$ cat config.mk
export PLATFORM = sky130hd
export DESIGN_NAME = uart_rx
export DESIGN_NICKNAME = d
export VERILOG_FILES = /design/src/rtl/uart_rx.sv
export SDC_FILE = /design/constraint.sdc
export NUM_CORES = 1
export LEC_CHECK = 0
export BUFFER_PORTS_ARGS = -buffer_cell sky130_fd_sc_hd__buf_4
export CAP_MARGIN = 20
export CORE_ASPECT_RATIO = 1.25
export CORE_UTILIZATION = 60
export CTS_BUF_LIST = sky130_fd_sc_hd__clkbuf_8
export DETAILED_ROUTE_END_ITERATION = 6
export PLACE_DENSITY = 0.8
export SYNTH_ARGS = -nofsm -noshare
export SYNTH_HDL_FRONTEND = slang
export SYNTH_SLANG_ARGS = --single-unit
$ cat constraint.sdc
create_clock -name clk -period 2.95 [get_ports clk]
set_clock_uncertainty 0.15 [all_clocks]
set_input_delay 0.1475 -clock clk [delete_from_list [all_inputs] [get_ports clk]]
set_output_delay 0.1475 -clock clk [all_outputs]
set_load 0.05 [all_outputs]
$ cat src/rtl/uart_rx.sv
// 8N1 UART receiver: two-flop input synchroniser, mid-bit sampling and a
// valid/ack holding register with framing-error and overrun pulses.
module uart_rx #(
    parameter int unsigned clk_freq  = 50000000,
    parameter int unsigned baud_rate = 9600
) (
    input  logic       clk,
    input  logic       reset,
    input  logic       rx_line,
    input  logic       rx_ack,
    output logic [7:0] rx_data,
    output logic       rx_valid,
    output logic       rx_busy,
    output logic       rx_frame_err,
    output logic       rx_overrun
);

    localparam int unsigned clks_per_bit = clk_freq / baud_rate;
    localparam int unsigned half_bit     = clks_per_bit / 2;
    // Counters restart at 0 on the cycle after a transition, so compare against N-1.
    localparam logic [15:0] bit_last_c   = 16'(clks_per_bit - 1);
    localparam logic [15:0] half_last_c  = 16'(half_bit - 1);

    typedef enum logic [2:0] {
        IDLE       = 3'd0,
        START      = 3'd1,
        DATA       = 3'd2,
        STOP       = 3'd3,
        BREAK_WAIT = 3'd4
    } state_t;

    state_t      state_r;
    logic        sync1_r;
    logic        rx_s;
    logic [15:0] clk_count_r;
    logic [2:0]  bit_index_r;
    logic [7:0]  shift_r;

    // Two-flop synchroniser on the asynchronous serial pin.
    always_ff @(posedge clk or negedge reset) begin
        if (!reset) begin
            sync1_r <= 1'b1;
            rx_s    <= 1'b1;
        end else begin
            sync1_r <= rx_line;
            rx_s    <= sync1_r;
        end
    end

    // Frame FSM with bit timing, shift register and registered outputs.
    always_ff @(posedge clk or negedge reset) begin
        if (!reset) begin
            state_r      <= IDLE;
            clk_count_r  <= 16'd0;
            bit_index_r  <= 3'd0;
            shift_r      <= 8'h00;
            rx_data      <= 8'h00;
            rx_valid     <= 1'b0;
            rx_busy      <= 1'b0;
            rx_frame_err <= 1'b0;
            rx_overrun   <= 1'b0;
        end else begin
            rx_frame_err <= 1'b0;
            rx_overrun   <= 1'b0;
            if (rx_ack) begin
                rx_valid <= 1'b0;
            end
            case (state_r)
                IDLE: begin
                    if (!rx_s) begin
                        state_r     <= START;
                        clk_count_r <= 16'd0;
                        rx_busy     <= 1'b1;
                    end
                end
                START: begin
                    if (clk_count_r == half_last_c) begin
                        clk_count_r <= 16'd0;
                        bit_index_r <= 3'd0;
                        if (!rx_s) begin
                            state_r <= DATA;
                        end else begin
                            state_r <= IDLE;
                            rx_busy <= 1'b0;
                        end
                    end else begin
                        clk_count_r <= clk_count_r + 16'd1;
                    end
                end
                DATA: begin
                    if (clk_count_r == bit_last_c) begin
                        clk_count_r <= 16'd0;
                        shift_r     <= {rx_s, shift_r[7:1]};
                        if (bit_index_r == 3'd7) begin
                            state_r <= STOP;
                        end else begin
                            bit_index_r <= bit_index_r + 3'd1;
                        end
                    end else begin
                        clk_count_r <= clk_count_r + 16'd1;
                    end
                end
                STOP: begin
                    if (clk_count_r == bit_last_c) begin
                        clk_count_r <= 16'd0;
                        if (rx_s) begin
                            // A same-cycle ack consumes the old byte, so no overrun.
                            rx_data    <= shift_r;
                            rx_valid   <= 1'b1;
                            rx_overrun <= rx_valid & ~rx_ack;
                            state_r    <= IDLE;
                            rx_busy    <= 1'b0;
                        end else begin
                            rx_frame_err <= 1'b1;
                            state_r      <= BREAK_WAIT;
                        end
                    end else begin
                        clk_count_r <= clk_count_r + 16'd1;
                    end
                end
                BREAK_WAIT: begin
                    if (rx_s) begin
                        state_r <= IDLE;
                        rx_busy <= 1'b0;
                    end
                end
                default: begin
                    state_r <= IDLE;
                    rx_busy <= 1'b0;
                end
            endcase
        end
    end

endmodule

==> After elaboration in Yosys (flattened, before gate mapping) <==
Index checks and enable logic that the tools add are counted.
{ "totals": {"regBits": 44, "input_bits": 4, "output_inout_bits": 12} }
{ "classes": {"addsub": 2, "n_eq_ne": 14, "n_mux": 32, "bitwise": 3, "reduce_logical": 10} }
{ "op_table": {"columns": ["op", "count"], "rows": [
  ["2-to-1 mux 16 bit", 3],
  ["one-hot mux 16 bit (3 select lines)", 1],
  ["2-to-1 mux 3 bit", 10],
  ["adder 16 x 1 -> 16 bit, second input constant", 1],
  ["== test 16 x 12 -> 1 bit, second input constant", 1],
  ["== test 16 x 13 -> 1 bit, second input constant", 1],
  ["one-hot mux 3 bit (5 select lines)", 1],
  ["2-to-1 mux 1 bit", 14],
  ["inequality test 2 bit, second input constant", 7],
  ["AND reduction 4 bit", 2],
  ["== test 3 x 2 -> 1 bit, second input constant", 2],
  ["== test 3 bit, second input constant", 2],
  ["one-hot mux 3 bit (2 select lines)", 1],
  ["AND reduction 6 bit", 1],
  ["one-hot mux 1 bit (5 select lines)", 1],
  ["AND reduction 2 bit", 2],
  ["adder 3 x 1 -> 3 bit, second input constant", 1],
  ["== test 3 x 1 -> 1 bit, second input constant", 1],
  ["logical NOT 3 bit", 1],
  ["AND reduction 3 bit", 1],
  ["nonzero test 3 bit", 1],
  ["2-to-1 mux 2 bit", 1],
  ["inverter 1 bit", 2],
  ["nonzero test 2 bit", 1],
  ["2 further kinds", 2]
]} }

==> Longest topological paths before layout <==
Gate-level depths: netlist of run 1.
{ "depth": {"word_depth": 5, "mapped_depth": 7, "depth_no_buf": 6} }

==> Least setup slack after synthesis of run 1 <==
Ideal clock, no wire load.
{ "synth_timing": {"path_kind": "reg2reg", "start": "register clk_count_r[0]", "end": "register shift_r[0]", "setup_time_ns": 0.125, "arrival_time_ns": 1.744, "setup_slack_ns": 0.932, "stages_incl_launch_ff": 6, "n_path_buf": 0, "synth_period_minus_slack_ns": 2.018, "path_cell_list": "dfrtp_1 -> ha_1 -> nor4b_4 -> nand4_4 -> nor2_2 -> mux2_2"} }
{ "synth_via": {"elab_chain_len": 2} }
{ "synth_lines": {"columns": ["item", "line", "rtl"], "rows": [
  ["start: declaration", "35", "logic [15:0] clk_count_r;"],
  ["start signal: assignment", "87", "clk_count_r <= clk_count_r + 16'd1;"],
  ["start signal: assignment", "100", "clk_count_r <= clk_count_r + 16'd1;"],
  ["start signal: assignment", "118", "clk_count_r <= clk_count_r + 16'd1;"],
  ["== test 16 x 13 -> 1 bit", "91", "if (clk_count_r == bit_last_c) begin"],
  ["AND reduction 2 bit (no source line)", null, null],
  ["end signal: assignment", "93", "shift_r <= {rx_s, shift_r[7:1]};"],
  ["end: declaration", "37", "logic [7:0] shift_r;"]
]} }
No other way between the ends.
A chain may end at the register's enable or synchronous reset.

==> Worst setup path after layout of run 1 <==
{ "layout_timing": {"start": "register clk_count_r[0]", "end": "register state_r[1]"} }
{ "layout_via": {"elab_chain_len": 3} }
{ "layout_lines": {"columns": ["item", "line", "rtl"], "rows": [
  ["== test 16 x 13 -> 1 bit / == test 16 x 12 -> 1 bit (equally long branches)", "91, 104, 77", null],
  ["inequality test 2 bit (no source line)", null, null],
  ["AND reduction 6 bit (no source line) (*)", null, null],
  ["end signal: assignment", "95", "state_r <= STOP;"],
  ["end signal: assignment", "111", "state_r <= IDLE;"],
  ["end signal: assignment", "115", "state_r <= BREAK_WAIT;"],
  ["end: declaration", "32", "state_t state_r;"]
]} }
Mark *: on every way between the ends. The rest lies on a longest branch, timed or not.

==> results of run 1 <==
cells in the mapped netlist, types with 2 or more instances:
cell type,count
sky130_fd_sc_hd__and4_1,4
sky130_fd_sc_hd__nand2_1,14
sky130_fd_sc_hd__o22ai_1,2
sky130_fd_sc_hd__a21oi_1,8
sky130_fd_sc_hd__nor3b_1,4
sky130_fd_sc_hd__nor2_1,9
sky130_fd_sc_hd__a211oi_1,2
sky130_fd_sc_hd__o21ai_0,12
sky130_fd_sc_hd__dfrtp_1,42
sky130_fd_sc_hd__nor2b_1,2
sky130_fd_sc_hd__a31oi_1,4
sky130_fd_sc_hd__nor4_1,2
sky130_fd_sc_hd__a22o_1,6
sky130_fd_sc_hd__and2_1,3
sky130_fd_sc_hd__or3_1,2
sky130_fd_sc_hd__nand3_1,6
sky130_fd_sc_hd__a21o_1,4
sky130_fd_sc_hd__and3_1,2
sky130_fd_sc_hd__dfstp_2,2
sky130_fd_sc_hd__mux2_2,17
sky130_fd_sc_hd__clkbuf_1,3
sky130_fd_sc_hd__buf_6,2
sky130_fd_sc_hd__inv_1,2
sky130_fd_sc_hd__ha_1,3
sky130_fd_sc_hd__xnor2_1,3
sky130_fd_sc_hd__nand4_1,3
sky130_fd_sc_hd__o21ai_1,4
sky130_fd_sc_hd__nor3_1,4
sky130_fd_sc_hd__nand2b_1,2
routing by layer:
layer	track usage (%)	vias up
met5	0	-
met4	10.3	0
met3	5.25	17
met2	41.5	53
met1	31.1	790
li1	-	753
area by class of cell:
class	count	area, µm²
sequential	44	1100
multi-input combinational	139	1010
clock buffer	6	82.6
timing repair buffer	18	143
tap	39	48.8
fill	235	1020
clock inverter	2	38.8
inverter	2	7.51
worst reg2reg max path, cell delays in order (launching register included):
cell	delay, ns
sky130_fd_sc_hd__dfrtp_1	0.46
sky130_fd_sc_hd__ha_1	0.26
sky130_fd_sc_hd__nor4b_4	0.33
sky130_fd_sc_hd__nand4_4	0.22
sky130_fd_sc_hd__a22oi_2	0.53
sky130_fd_sc_hd__o21ai_1	0.15
sky130_fd_sc_hd__mux2_1	0.34
flip-flops by register name, summed over array words and instances, names as in the netlist:
| name | count |
|---|---|
| rx_s | 1 |
| rx_overrun | 1 |
| state_r | 3 |
| clk_count_r | 16 |
| rx_valid | 1 |
| sync1_r | 1 |
| rx_busy | 1 |
| rx_frame_err | 1 |
| bit_index_r | 3 |
| rx_data | 8 |
| shift_r | 8 |
through the flow:
step	power, mW	worst slack, ns
6_report	1.11	0.396
5_1_grt	1.15	0.249
4_1_cts	1.11	0.443
3_5_place_dp	0.637	0.499
3_3_place_gp	0.636	0.598
2_1_floorplan	0.622	0.932
cell families after synthesis:
kind of cell / Yosys count / share of synthesized area [%]
AND/OR/NAND/NOR: 68 / 20.3
AO/OA/AOI/OAI: 46 / 13.6
flip-flops: 44 / 51.0
multiplexers: 18 / 9.37
buffers and inverters: 9 / 2.31
XOR/XNOR: 4 / 1.62
adder cells (fa/ha/maj): 3 / 1.74
worst paths after layout:
| check | endpoint | cells after the start |
|---|---|---|
| setup / recovery | state_r[1] | 6 |
| min in group clk | rx_s | 0 |
| setup reg to reg | state_r[1] | 6 |
| hold reg to reg | rx_s | 0 |
| hold / removal | clk_count_r[6] | 2 |
| max in group asynchronous | sync1_r | 2 |
where the power goes:
part	internal, mW	leakage (nW)	switching, mW
logic	0.00652	0.521	0.0129
clock network	0.277	0.0614	0.203
registers	0.605	0.588	0.00263
total	0.888	1.17	0.218
==> flow_results.org, run 1 <==
** Synth
- The cell area that synthesis handed to floorplanning was 2160 µm².
- Top cells by area, synth :: sky130_fd_sc_hd__dfrtp_1, sky130_fd_sc_hd__mux2_2, sky130_fd_sc_hd__o21ai_0
- Synthesized area per cell :: 11.3 µm²
- Yosys reg bits :: 44
- The Yosys step of the flow raised 0 warnings.
- Top cell type by total area after synthesis :: sky130_fd_sc_hd__dfrtp_1
- The synthesized design contains 0 enable-type register cells.
- Count of distinct cell types in the synthesized netlist :: 48
- Number of instances in the synthesized netlist :: 192
- Post-Synthesis Net Count :: 199
- In this run the biggest area consumer among cell types represents 48.6% of the synthesized area.
- In the synthesized netlist the async set-or-reset flop fraction comes to 100%.
- Sequential elements use 51.0% of the synthesized area.
- Primary FF master, synth :: sky130_fd_sc_hd__dfrtp_1

** Routing
- The routed design has 4.23 mm of wire.
- After detailed routing, the number of remaining DRC violations is 0.
- Met2 wire len :: 2.17 mm
- Dividing the detail-routed via count by the number of cells gives 6.45.
- Wirelength per Cell :: 16.9 µm
- The detail route stage leaves a number of antenna-violating nets equal to 0.
- For this block, wires on met1 add up to 1.75 mm.
- The routed layout has 1613 vias.
- Before antenna repair, the detailed router went through 5 iterations.
- In the detailed route, the total length drawn on met3 is 172 µm.
- The highest metal layer carrying signal wires in the routed design is met4.
- After the first detailed-routing iteration, the DRC count stood at 74.

** Cells and area
- The area growth from synthesis to layout is 12.5%.
- N_diodes :: 0
- Count of nets after finishing :: 217
- Cells fill 70.4% of the core in the end.
- The finished cells cover 2430 µm².
- Leading cell type in the layout, fill and taps excluded :: sky130_fd_sc_hd__dfrtp_1
- Of the cells placed in the final design, the portion with a size suffix greater than 1 is 23.7%.
- The finished layout holds 250 standard cells, fillers aside.
- The library cells used most frequently in the layout, excluding fill and tap cells, are sky130_fd_sc_hd__dfrtp_1, sky130_fd_sc_hd__mux2_2, sky130_fd_sc_hd__buf_4.

** Floorplan
- The floorplan step defined a die boundary enclosing 3850 µm².
- Pin placement for this block handled 16 I/O pins.
- Chip width :: 55.7 µm
- From bottom edge to top edge, the die measures 69.1 µm.
- Core Footprint :: 3450 µm²
- For this configuration, the core starts out at a cell density of 62.6%.
- After floorplanning, the core was divided into 24 placement rows.

** Worst setup path
- Buffers plus inverters on the worst setup path :: 0
- Start point of the critical path :: clk_count_r[0]
- For this run, the slowest stage of the critical path takes 0.53 ns.
- Critical path launch point type :: register
- Critical path arrival :: 2.58 ns
- Worst setup path category :: register to register
- In this run the critical register-to-register path is launched from clk_count_r[0].
- STA classifies the critical path endpoint as a register.
- Reg-to-reg slack, setup :: 0.40 ns
- On the critical path the largest part of the delay comes from compound AO/OA/AOI/OAI gates.
- STA puts the critical path data required time at 2.98 ns.
- The slowest stage of the critical path is the sky130_fd_sc_hd__a22oi_2 cell.
- The critical path goes through ha_1 > nor4b_4 > nand4_4 > a22oi_2 > o21ai_1 > mux2_1.
- Highest net fanout along the worst path :: 13

** STA
- Setup repair after global routing left no endpoint under its margin.
- Subtracting the final worst setup slack from the clock period gives 2.55 ns.
- Setup violations remaining at the end of the flow were counted as 0.
- Period utilization :: 86.6%
- Worst hold slack across all endpoints :: 0.214 ns
- Max-slew violation total from the final report :: 0
- The number of hold-slack violations in the final timing report was 0.
- Peak clock frequency supported by timing :: 0.392 GHz
- Worst slew margin relative to its limit :: 54.1%
- For the pin with the worst max-slew slack, the measured transition is 0.689 ns.
- For the final routed database, the setup TNS stands at 0 ns.

** Global route
- Entering global routing, the biggest net connects 45 pins.
- Global-route wire length before repair :: 7.45 mm
- Overall track demand over capacity in global routing :: 24.8%
- The number of global-route vias before repair came to 1576.
- Remaining global-route overflow :: 0
- Number of antenna violations at the first check in global routing :: 0

** Place
- Once detailed placement completed, the half-perimeter wirelength came to 2.93 mm.
- Number of input and output port buffers inserted :: 15
- Final estimated routing congestion in global placement :: 0.851
- Counting tap cells, the placed design contains a total of 239 instances.
- Placed cell areas :: 2280 µm²

** Clock network
- Worst-case clock buffer depth :: 2
- At the later pin of the worst-skew pair, clock insertion delay measures 0.30 ns.
- Hold_buf cts :: 3
- Clock-pin slew was measured on the worst setup and hold paths at 0.08 ns.
- Total CTS buffers :: 5
- The tree is rooted in a sky130_fd_sc_hd__clkbuf_8.
- Post-cts gate resize count :: 0
- Setup fix buffers added after clock tree synthesis :: 0
- Clock tree from TritonCTS :: yes
- CTS saw 44 sinks.
- Maximum level of the CTS H-tree :: 2

** Pwr
- For this design the static power due to leakage is 1.17 nW.
- Total power density per cell area :: 455 nW/µm²
- IR analysis of the VDD net gives a maximum drop of 0.446 mV.

** Min path
- The tightest min-delay check is of the primary input to asynchronous set/reset pin type.

** Run status
- Result of the run :: completed

** Job
- Number of maximum-capacitance violations :: 0
Power figures use the tool's default switching activity.
==> inputs of run 2 (changes only) <==
--- a/config.mk
+++ b/config.mk
@@ -5,13 +5,14 @@
 export SDC_FILE = /design/constraint.sdc
 export NUM_CORES = 1
 export LEC_CHECK = 0
+export ABC_AREA = 1
 export BUFFER_PORTS_ARGS = -buffer_cell sky130_fd_sc_hd__buf_4
 export CAP_MARGIN = 20
 export CORE_ASPECT_RATIO = 1.25
 export CORE_UTILIZATION = 60
 export CTS_BUF_LIST = sky130_fd_sc_hd__clkbuf_8
 export DETAILED_ROUTE_END_ITERATION = 6
-export PLACE_DENSITY = 0.8
+export PLACE_DENSITY = 0.79
 export SYNTH_ARGS = -nofsm -noshare
 export SYNTH_HDL_FRONTEND = slang
 export SYNTH_SLANG_ARGS = --single-unit
==> run 2 against run 1 <==
Net effect:
- final cell count grew 32%
- die area is 3.2% higher
- utilization rose by 0.90 points
- hold slack got worse by 0.012 ns
- count of clock-buffer cells in the layout decreased by 1
- wire length is 5.2% higher
- first-iteration DRC count rose by 50%
- worst setup slack improved by 0.52 ns
- combinational power is essentially flat
- critical path depth up 1
==> flow_results.org, run 2 <==
** Cells and area
- The number of non-filler instances in the completed layout was 331 (+32%).
- The count of fill cells added during filler insertion came to 269 (+14%).
- Relative to the synthesized area, the layout overhead comes to 12.1%.
- Max reg flops :: 16 (unchanged)
- More flip-flops sit in one register than any other, and that register is clk_count_r.
- The fraction of layout cells with a size suffix above 1 is 18.2% (-5.5 points).
- The fraction of the core area covered by cells at the end of the flow is 71.3% (+0.90 points).
- Leaving out fill and tap cells, the most frequent cell in the layout is sky130_fd_sc_hd__nand2_1.
- The total inserted antenna cells is 0 (unchanged).
- The largest registers in the layout are clk_count_r (16), rx_data (8), shift_r (8).
- Most frequent cells in the layout :: sky130_fd_sc_hd__nand2_1, sky130_fd_sc_hd__dfrtp_1, sky130_fd_sc_hd__nor2_1
- Count of nets after finishing :: 298 (+37%)

** Place
- The setup slack at placement came to 0.940 ns (+0.441 ns).
- Final estimated routing congestion in global placement :: 0.879 (+3.2%)
- The instance count after placement with tap cells included came to 320 (+34%).
- Hpwl dp :: 3.15 mm (+7.3%)
- Number of input and output port buffers inserted :: 15 (unchanged)

** Clock network
- Setup fix buffers added after clock tree synthesis :: 0 (unchanged)
- The root buffer cell chosen for the clock tree is sky130_fd_sc_hd__clkbuf_8.
- Worst-case clock buffer depth :: 2 (unchanged)
- Clock tree from TritonCTS :: yes
- Clock-pin slew on the worst setup and hold paths :: 0.09 ns (about the same)
- Latest clock arrival within the worst-skew pair :: 0.31 ns (about the same)
- The number of gates given a new drive strength after cts is 0 (unchanged).
- The number of H-tree branching levels is 2 (unchanged).
- The CTS buffer count came to 5 (unchanged).
- The number of clock sinks seen by CTS came to 44 (unchanged).
- Hold_buf cts :: 3 (unchanged)

** Pwr
- Sequential Power Share :: 55.0% (about the same)
- Switching power :: 236 µW (+8.3%)
- The worst-case vdd ir drop was 0.464 mV (+4.0%).
- The switching part of the total is 21.4% (+1.7 points).
- The clock network power share was 43.2% (about the same).
- Leakage power summed over all cells :: 1.22 nW (+4.1%)
- Gate power share :: 1.7% (about the same)
- The final total power was 1.10 mW (-0.39%).
- Total power density per cell area :: 440 nW/µm² (-3.3%)
- The internal portion of total power came to 866 µW (-2.5%).

** Routing
- First-pass iteration count of the detailed router :: 4 (-1)
- Total wirelength of the detailed-routed design :: 4.45 mm (+5.2%)
- The number of antenna-violating nets in the routed design was 0 (unchanged).
- The number of vias in the routed layout was 1787 (+11%).
- The routed wire length per instance is 13.4 µm (-21%).
- The via density per instance came to 5.40 (-16%).
- The initial DRC count came to 111 (+50%).
- Remaining design rule violation count :: 0 (unchanged)

** STA
- The final cycle utilization of the critical path came to 68.8% (-18 points).
- Setup repair after global routing left no endpoint under its margin.
- The minimum period implied by the final worst setup slack is 2.03 ns (-0.525 ns).
- Worst Max-Slew Pin Slew :: 0.550 ns (-0.139 ns)
- The final count of pins violating max slew is 0 (unchanged).
- The setup total negative slack was 0 ns (unchanged).
- The maximum achievable frequency came to 0.493 GHz (+26%).
- Fin. Hold Viols :: 0 (unchanged)
- Final setup violation count :: 0 (unchanged)
- Worst slew margin relative to its limit :: 63.1% (+9.0 points)
- Worst Setup Slack, final :: 0.921 ns (+0.525 ns)

** Floorplan
- Site Rows :: 24 (unchanged)
- The die area was 3970 µm² (+3.2%).
- Chip width :: 56.6 µm (+1.6%)
- Effective utilization at floorplan :: 63.6% (+1.0 points)
- The top-level port count is 16 (unchanged).
- Core Footprint :: 3510 µm² (+1.7%)
- The height of the die is 70.2 µm (+1.6%).

** Synth
- The sequential element share of the synthesized area came to 49.4% (-1.7 points).
- The instance count of the mapped netlist is 270 (+41%).
- Synthesized area per cell :: 8.28 µm² (-27%)
- The portion of synthesized cell area occupied by the leading cell type was 47.0% (-1.6 points).
- Top cells by area, synth :: sky130_fd_sc_hd__dfrtp_1, sky130_fd_sc_hd__nand2_1, sky130_fd_sc_hd__o21ai_2
- The number of enable flip-flop cells after synthesis is 0 (unchanged).
- Dominant cell by count in the synthesized netlist :: sky130_fd_sc_hd__nand2_1
- Top cell type by total area after synthesis :: sky130_fd_sc_hd__dfrtp_1
- For this run, the leading register cell type out of synthesis is sky130_fd_sc_hd__dfrtp_1.
- Count of distinct cell types in the synthesized netlist :: 24 (-50%)
- Post-Synthesis Net Count :: 277 (+39%)
- Syn Std Cell Area :: 2230 µm² (+3.4%)
- The async set-or-reset flop fraction in the synthesized netlist came to 100% (unchanged).
- Number of warnings issued by yosys :: 0 (unchanged)
- List of most frequent post-synthesis cells :: sky130_fd_sc_hd__nand2_1, sky130_fd_sc_hd__dfrtp_1, sky130_fd_sc_hd__nor2_1, sky130_fd_sc_hd__inv_1, sky130_fd_sc_hd__nand3_1
- The number of storage elements in the synthesis netlist came to 44 (unchanged).

** Global route
- The number of global-route vias before repair is 1763 (+12%).
- Overall track demand over capacity in global routing :: 25.1% (+0.30 points)
- The global route total overflow was 0 (unchanged).
- The initial antenna violation count is 0 (unchanged).
- The pin count of the biggest net entering global routing came to 45 (unchanged).
- Global-route wire length before repair :: 7.79 mm (+4.5%)

** Worst setup path
- Critical path launch point type :: register
- Destination of the worst register-to-register timing path :: clk_count_r[5]
- The required time at the worst-slack endpoint was 3.00 ns (+0.02 ns).
- The highest net fanout along the worst path was 11 (-2).
- The worst register-to-register path begins at state_r[0].
- STA classifies the critical path endpoint as a register.
- The critical path data arrival time came to 2.08 ns (-0.50 ns).
- Worst reg2reg path depth :: 7 (+1)
- Worst setup path category :: register to register
- Reg-to-reg slack, setup :: 0.92 ns (+0.52 ns)

** Run status
- The flow ran to the end, and the final reports show no timing, DRC or antenna violations.

** Job
- Number of maximum-capacitance violations :: 0 (unchanged)

** Min path
- Kind of path behind the tightest hold check :: primary input to asynchronous set/reset pin
run 2: changes by cell type after synthesis, moves of 6 or more:
cell	previous run	this run
sky130_fd_sc_hd__xor2_1	1	8
sky130_fd_sc_hd__nor2_1	9	35
sky130_fd_sc_hd__a21oi_1	8	0
sky130_fd_sc_hd__mux2_2	17	0
sky130_fd_sc_hd__nand3_1	6	20
sky130_fd_sc_hd__a22o_1	6	0
sky130_fd_sc_hd__nand2_1	14	70
sky130_fd_sc_hd__inv_1	2	30
sky130_fd_sc_hd__o21ai_2	0	16
run 2: how the worst max path moves through the flow:
| stage | start | end |
|---|---|---|
| finish | state_r[0] | clk_count_r[5] |
| global placement | state_r[2] | clk_count_r[9] |
| CTS | state_r[0] | clk_count_r[5] |
| global route | state_r[0] | clk_count_r[9] |
| detailed placement | state_r[0] | clk_count_r[9] |
| floorplan | clk_count_r[0] | clk_count_r[12] |
run 2: per-stage QoR:
step	instance area (µm²)	hold WS (ns)
6_report	2510	0.203
5_1_grt	2510	0.226
4_1_cts	2510	0.216
3_5_place_dp	2360	0.0232
3_3_place_gp	2360	0.0220
2_1_floorplan	2230	-0.298
run 2: area by class of cell:
cell class              count  area [µm²]  share of cell area [%]
flip-flops and latches     44        1100                    44.0
clock inverters             3        46.3                    1.85
multi-input cells         189         972                    38.8
inverters                  33         124                    4.94
repair buffers             18         143                    5.69
well taps                  39        48.8                    1.95
clock buffers               5        68.8                    2.75
run 2: per-layer routing:
layer	up-vias	GRT usage (%)	part of all wire, %
met5	-	0	0
met4	0	14.1	2.2
met3	13	4.07	3.3
met2	43	41.4	51
met1	830	30.9	43
li1	901	-	-
run 2: cell families after synthesis:
| logic type | count (synthesis) | share of synthesized area, % |
|---|---|---|
| flops | 44 | 49.4 |
| compound gates | 35 | 10.9 |
| buf+inv | 37 | 7.11 |
| simple gates | 143 | 27.8 |
| xor+xnor | 8 | 3.14 |
| fa+ha+maj | 3 | 1.68 |
run 2: critical path, stage by stage (launching register included):
cell                      delay [ns]
sky130_fd_sc_hd__dfrtp_1        0.41
sky130_fd_sc_hd__nor2_1         0.21
sky130_fd_sc_hd__nand3_1        0.16
sky130_fd_sc_hd__nand2_1        0.36
sky130_fd_sc_hd__inv_1          0.26
sky130_fd_sc_hd__nand2_1        0.14
sky130_fd_sc_hd__xor2_1         0.17
sky130_fd_sc_hd__nor2_1         0.05
run 2: power groups by stage:
| stage | logic [mW] | clock network, mW | registers, mW |
|---|---|---|---|
| detailed placement | 0.0172 | 0 | 0.618 |
| global placement | 0.0170 | 0 | 0.618 |
| finish | 0.0191 | 0.477 | 0.606 |
| global route | 0.0225 | 0.501 | 0.607 |
| floorplan | 0.00189 | 0 | 0.618 |
| CTS | 0.0203 | 0.485 | 0.606 |
==> inputs of run 3 (changes only) <==
--- a/config.mk
+++ b/config.mk
@@ -9,10 +9,10 @@
 export BUFFER_PORTS_ARGS = -buffer_cell sky130_fd_sc_hd__buf_4
 export CAP_MARGIN = 20
 export CORE_ASPECT_RATIO = 1.25
-export CORE_UTILIZATION = 60
+export CORE_UTILIZATION = 56
 export CTS_BUF_LIST = sky130_fd_sc_hd__clkbuf_8
 export DETAILED_ROUTE_END_ITERATION = 6
-export PLACE_DENSITY = 0.79
+export PLACE_DENSITY = 0.78
 export SYNTH_ARGS = -nofsm -noshare
 export SYNTH_HDL_FRONTEND = slang
 export SYNTH_SLANG_ARGS = --single-unit
==> constraint.sdc (replaced) <==
create_clock -name clk -period 1.8 [get_ports clk]
set_clock_uncertainty 0.15 [all_clocks]
set_input_delay 0.09 -clock clk [delete_from_list [all_inputs] [get_ports clk]]
set_output_delay 0.09 -clock clk [all_outputs]
set_load 0.05 [all_outputs]
==> run 3 against run 2 <==
Net effect:
- utilization shrank 2.7 points
- critical path type unchanged
- sequential power increased by 64%
- combinational power is 64% higher
- total power increased by 52%
- count of clock-buffer cells in the layout stayed put
- highest routed layer unchanged
==> flow_results.org, run 3 (synthesis results as in run 2) <==
** STA
- Worst Max-Slew Pin Slew :: 0.534 ns (-0.0154 ns)
- The worst hold-check slack came to 0.152 ns (-0.0506 ns).
- Fin. Hold Viols :: 0 (unchanged)
- Peak clock frequency supported by timing :: 0.576 GHz (+17%)
- Max-slew violation total from the final report :: 0 (unchanged)
- Setup repair after global routing missed its margin :: true
- The number of endpoints failing setup at the final stage is 0 (unchanged).
- Clock period minus worst slack :: 1.73 ns (-0.294 ns)
- Period utilization :: 96.4% (+28 points)
- The relative max-transition margin came to 64.4% (+1.3 points).

** Cells and area
- Biggest register :: clk_count_r
- N_diodes :: 0 (unchanged)
- The count of fill cells added during filler insertion is 330 (+23%).
- Max reg flops :: 16 (unchanged)
- The fraction of layout cells with a size suffix above 1 was 23.3% (+5.2 points).
- The fraction of the core area covered by cells at the end of the flow came to 68.7% (-2.7 points).
- Leaving out fill and tap cells, the most frequent cell in the layout is sky130_fd_sc_hd__nand2_1.
- In the final layout, the registers with the most flip-flops are clk_count_r (16), rx_data (8), shift_r (8).
- Relative to the synthesized area, the layout overhead comes to 17.2%.
- Count of nets after finishing :: 306 (+2.7%)
- Most frequent cells in the layout :: sky130_fd_sc_hd__nand2_1, sky130_fd_sc_hd__dfrtp_1, sky130_fd_sc_hd__nor2_1

** Worst setup path
- Cell-by-cell trace of the critical path :: nand3_1 > nand2_2 > clkinvlp_4 > nand3_1 > xor2_1 > nor2_2
- The setup slack of the most critical reg-to-reg path came to 0.07 ns (-0.86 ns).
- The highest cell delay on the worst timing path was 0.63 ns (+0.22 ns).
- Slowest cell on the critical path :: sky130_fd_sc_hd__dfstp_2
- Top Family by Delay on Critical Path :: flip-flops
- Critical path launch point type :: register
- WP data required :: 1.84 ns (-1.16 ns)
- The worst setup path is of the register to register kind.
- The critical path data arrival time is 1.78 ns (-0.30 ns).
- Buffers plus inverters on the worst setup path :: 1 (unchanged)
- Most common cell type on the critical path :: sky130_fd_sc_hd__nand3_1
- The worst setup path is captured at a register.
- The worst register-to-register path begins at rx_s.
- The logic depth of the worst register-to-register path came to 6 (-1).
- Highest net fanout along the worst path :: 5 (-6)
- The worst register-to-register path ends at clk_count_r[9].

** Clock network
- Clock tree from TritonCTS :: yes
- Clock-pin slew on the worst setup and hold paths :: 0.08 ns (about the same)
- Count of clock tree sinks :: 44 (unchanged)
- The latest clock arrival within the worst-skew pair came to 0.31 ns (about the same).
- Root Buffer Master :: sky130_fd_sc_hd__clkbuf_8
- Worst-case clock buffer depth :: 2 (unchanged)
- The CTS buffer count is 5 (unchanged).
- Maximum level of the CTS H-tree :: 2 (unchanged)

** Place
- The HPWL after detailed placement came to 2.94 mm (-6.7%).
- Final estimated routing congestion in global placement :: 0.897 (+2.1%)
- The count of input and output buffers came to 15 (unchanged).

** Routing
- The detailed-route wire length is 4.36 mm (-1.9%).
- Via-to-Cell Ratio :: 5.23 (-3.1%)
- The number of antenna-violating nets in the routed design came to 0 (unchanged).
- Number of vias after detailed routing :: 1852 (+3.6%)
- The routed wire length per instance is 12.3 µm (-8.3%).
- Remaining design rule violation count :: 0 (unchanged)
- First-pass iteration count of the detailed router :: 4 (unchanged)
- The initial DRC count came to 99 (-11%).

** Min path
- The min-delay analysis places its worst path in the category primary input to asynchronous set/reset pin.

** Global route
- The overall routing resource usage was 22.6% (-2.5 points).
- Remaining global-route overflow :: 0 (unchanged)
- Number of antenna violations at the first check in global routing :: 0 (unchanged)
- The number of global-route vias before repair came to 1689 (-4.2%).
- Maximum number of pins on one net before global-route repair :: 45 (unchanged)
- Global-route wire length before repair :: 7.21 mm (-7.4%)

** Floorplan
- Die area :: 4250 µm² (+6.9%)
- Height of the chip :: 72.6 µm (+3.4%)
- Effective utilization at floorplan :: 58.6% (-5.0 points)
- The number of rows created at floorplan came to 25 (+4.2%).
- Chip width :: 58.5 µm (+3.4%)
- The total core area was 3820 µm² (+8.6%).
- The top-level port count was 16 (unchanged).

** Pwr
- Leakage power summed over all cells :: 1.25 nW (+2.2%)
- Total power density per cell area :: 639 nW/µm² (+45%)
- The worst-case vdd ir drop came to 0.668 mV (+44%).

** Job
- Number of maximum-capacitance violations :: 0 (unchanged)

** Run status
- The flow ran to the end, and the final reports show no timing, DRC or antenna violations.
==> run 3: cell types whose count changed in the layout (fill, tap and decap cells not counted), moves of 2 or more <==
cell / previous run / this run
sky130_fd_sc_hd__inv_1: 30 / 28
sky130_fd_sc_hd__nand2_4: 0 / 2
sky130_fd_sc_hd__buf_4: 15 / 21
sky130_fd_sc_hd__nor2_1: 35 / 32
sky130_fd_sc_hd__nor2_2: 2 / 5
==> run 3: what timing repair did <==
action | 4_1_cts | 5_1_grt
gates resized for setup | 0 | 14
endpoints found under the setup margin | 0 | 35
hold endpoints to repair | 47 | 0
buffers inserted | 0 | 4
hold buffers | 3 | 0
==> run 3: report_power, final <==
group | leakage [nW] | internal [mW] | total [mW] | switching [mW]
Clock | 0.0452 | 0.283 | 0.647 | 0.364
Combinational | 0.612 | 0.00947 | 0.0314 | 0.0220
Sequential | 0.588 | 0.992 | 0.995 | 0.00328
Total | 1.25 | 1.28 | 1.67 | 0.389
==> run 3: worst max path at each step <==
stage	startpoint	endpoint	depth (start not counted)
2_1_floorplan	clk_count_r[0]	clk_count_r[12]	8
3_3_place_gp	clk_count_r[1]	state_r[1]	12
3_5_place_dp	clk_count_r[0]	shift_r[2]	8
4_1_cts	clk_count_r[0]	shift_r[3]	8
5_1_grt	rx_s	clk_count_r[9]	6
6_report	rx_s	clk_count_r[9]	6
==> run 3: through the flow <==
| stage | TNS (ns) | power (mW) | instances | worst slack, ns | cell area (µm²) |
|---|---|---|---|---|---|
| 4_1_cts | 0 | 1.69 | 348 | 0.0596 | 2520 |
| 6_report | 0 | 1.67 | 354 | 0.0651 | 2620 |
| 5_1_grt | -0.0670 | 1.74 | 354 | -0.0277 | 2620 |
| 3_5_place_dp | 0 | 1.04 | 337 | 0.0764 | 2390 |
| 3_3_place_gp | 0 | 1.04 | 337 | 0.120 | 2390 |
| 2_1_floorplan | 0 | 1.02 | 270 | 0.269 | 2230 |
==> run 3: metal layers <==
layer | wire, µm | up-vias | GRT usage, %
met5 | 0 | - | 0
met4 | 120 | 0 | 11.9
met3 | 145 | 13 | 5.50
met2 | 2200 | 34 | 37.4
met1 | 1900 | 880 | 27.1
li1 | - | 925 | -
==> run 3: cell type report <==
type                            count  area [µm²]  area share [%]
Clock inverter                      3        25.0           0.955
Tap cell                           54        67.6            2.58
Timing Repair Buffer               24         188            7.16
Multi-Input combinational cell    190        1030            39.4
Clock buffer                        5        68.8            2.63
Sequential cell                    44        1100            42.1
Inverter                           33         130            4.97
Timing Repair inverter              1        5.00           0.191
==> run 3: worst register-to-register path: stages, from the launching register on <==
cell	delay, ns
sky130_fd_sc_hd__dfstp_2	0.63
sky130_fd_sc_hd__nand3_1	0.16
sky130_fd_sc_hd__nand2_2	0.15
sky130_fd_sc_hd__clkinvlp_4	0.16
sky130_fd_sc_hd__nand3_1	0.11
sky130_fd_sc_hd__xor2_1	0.20
sky130_fd_sc_hd__nor2_2	0.06
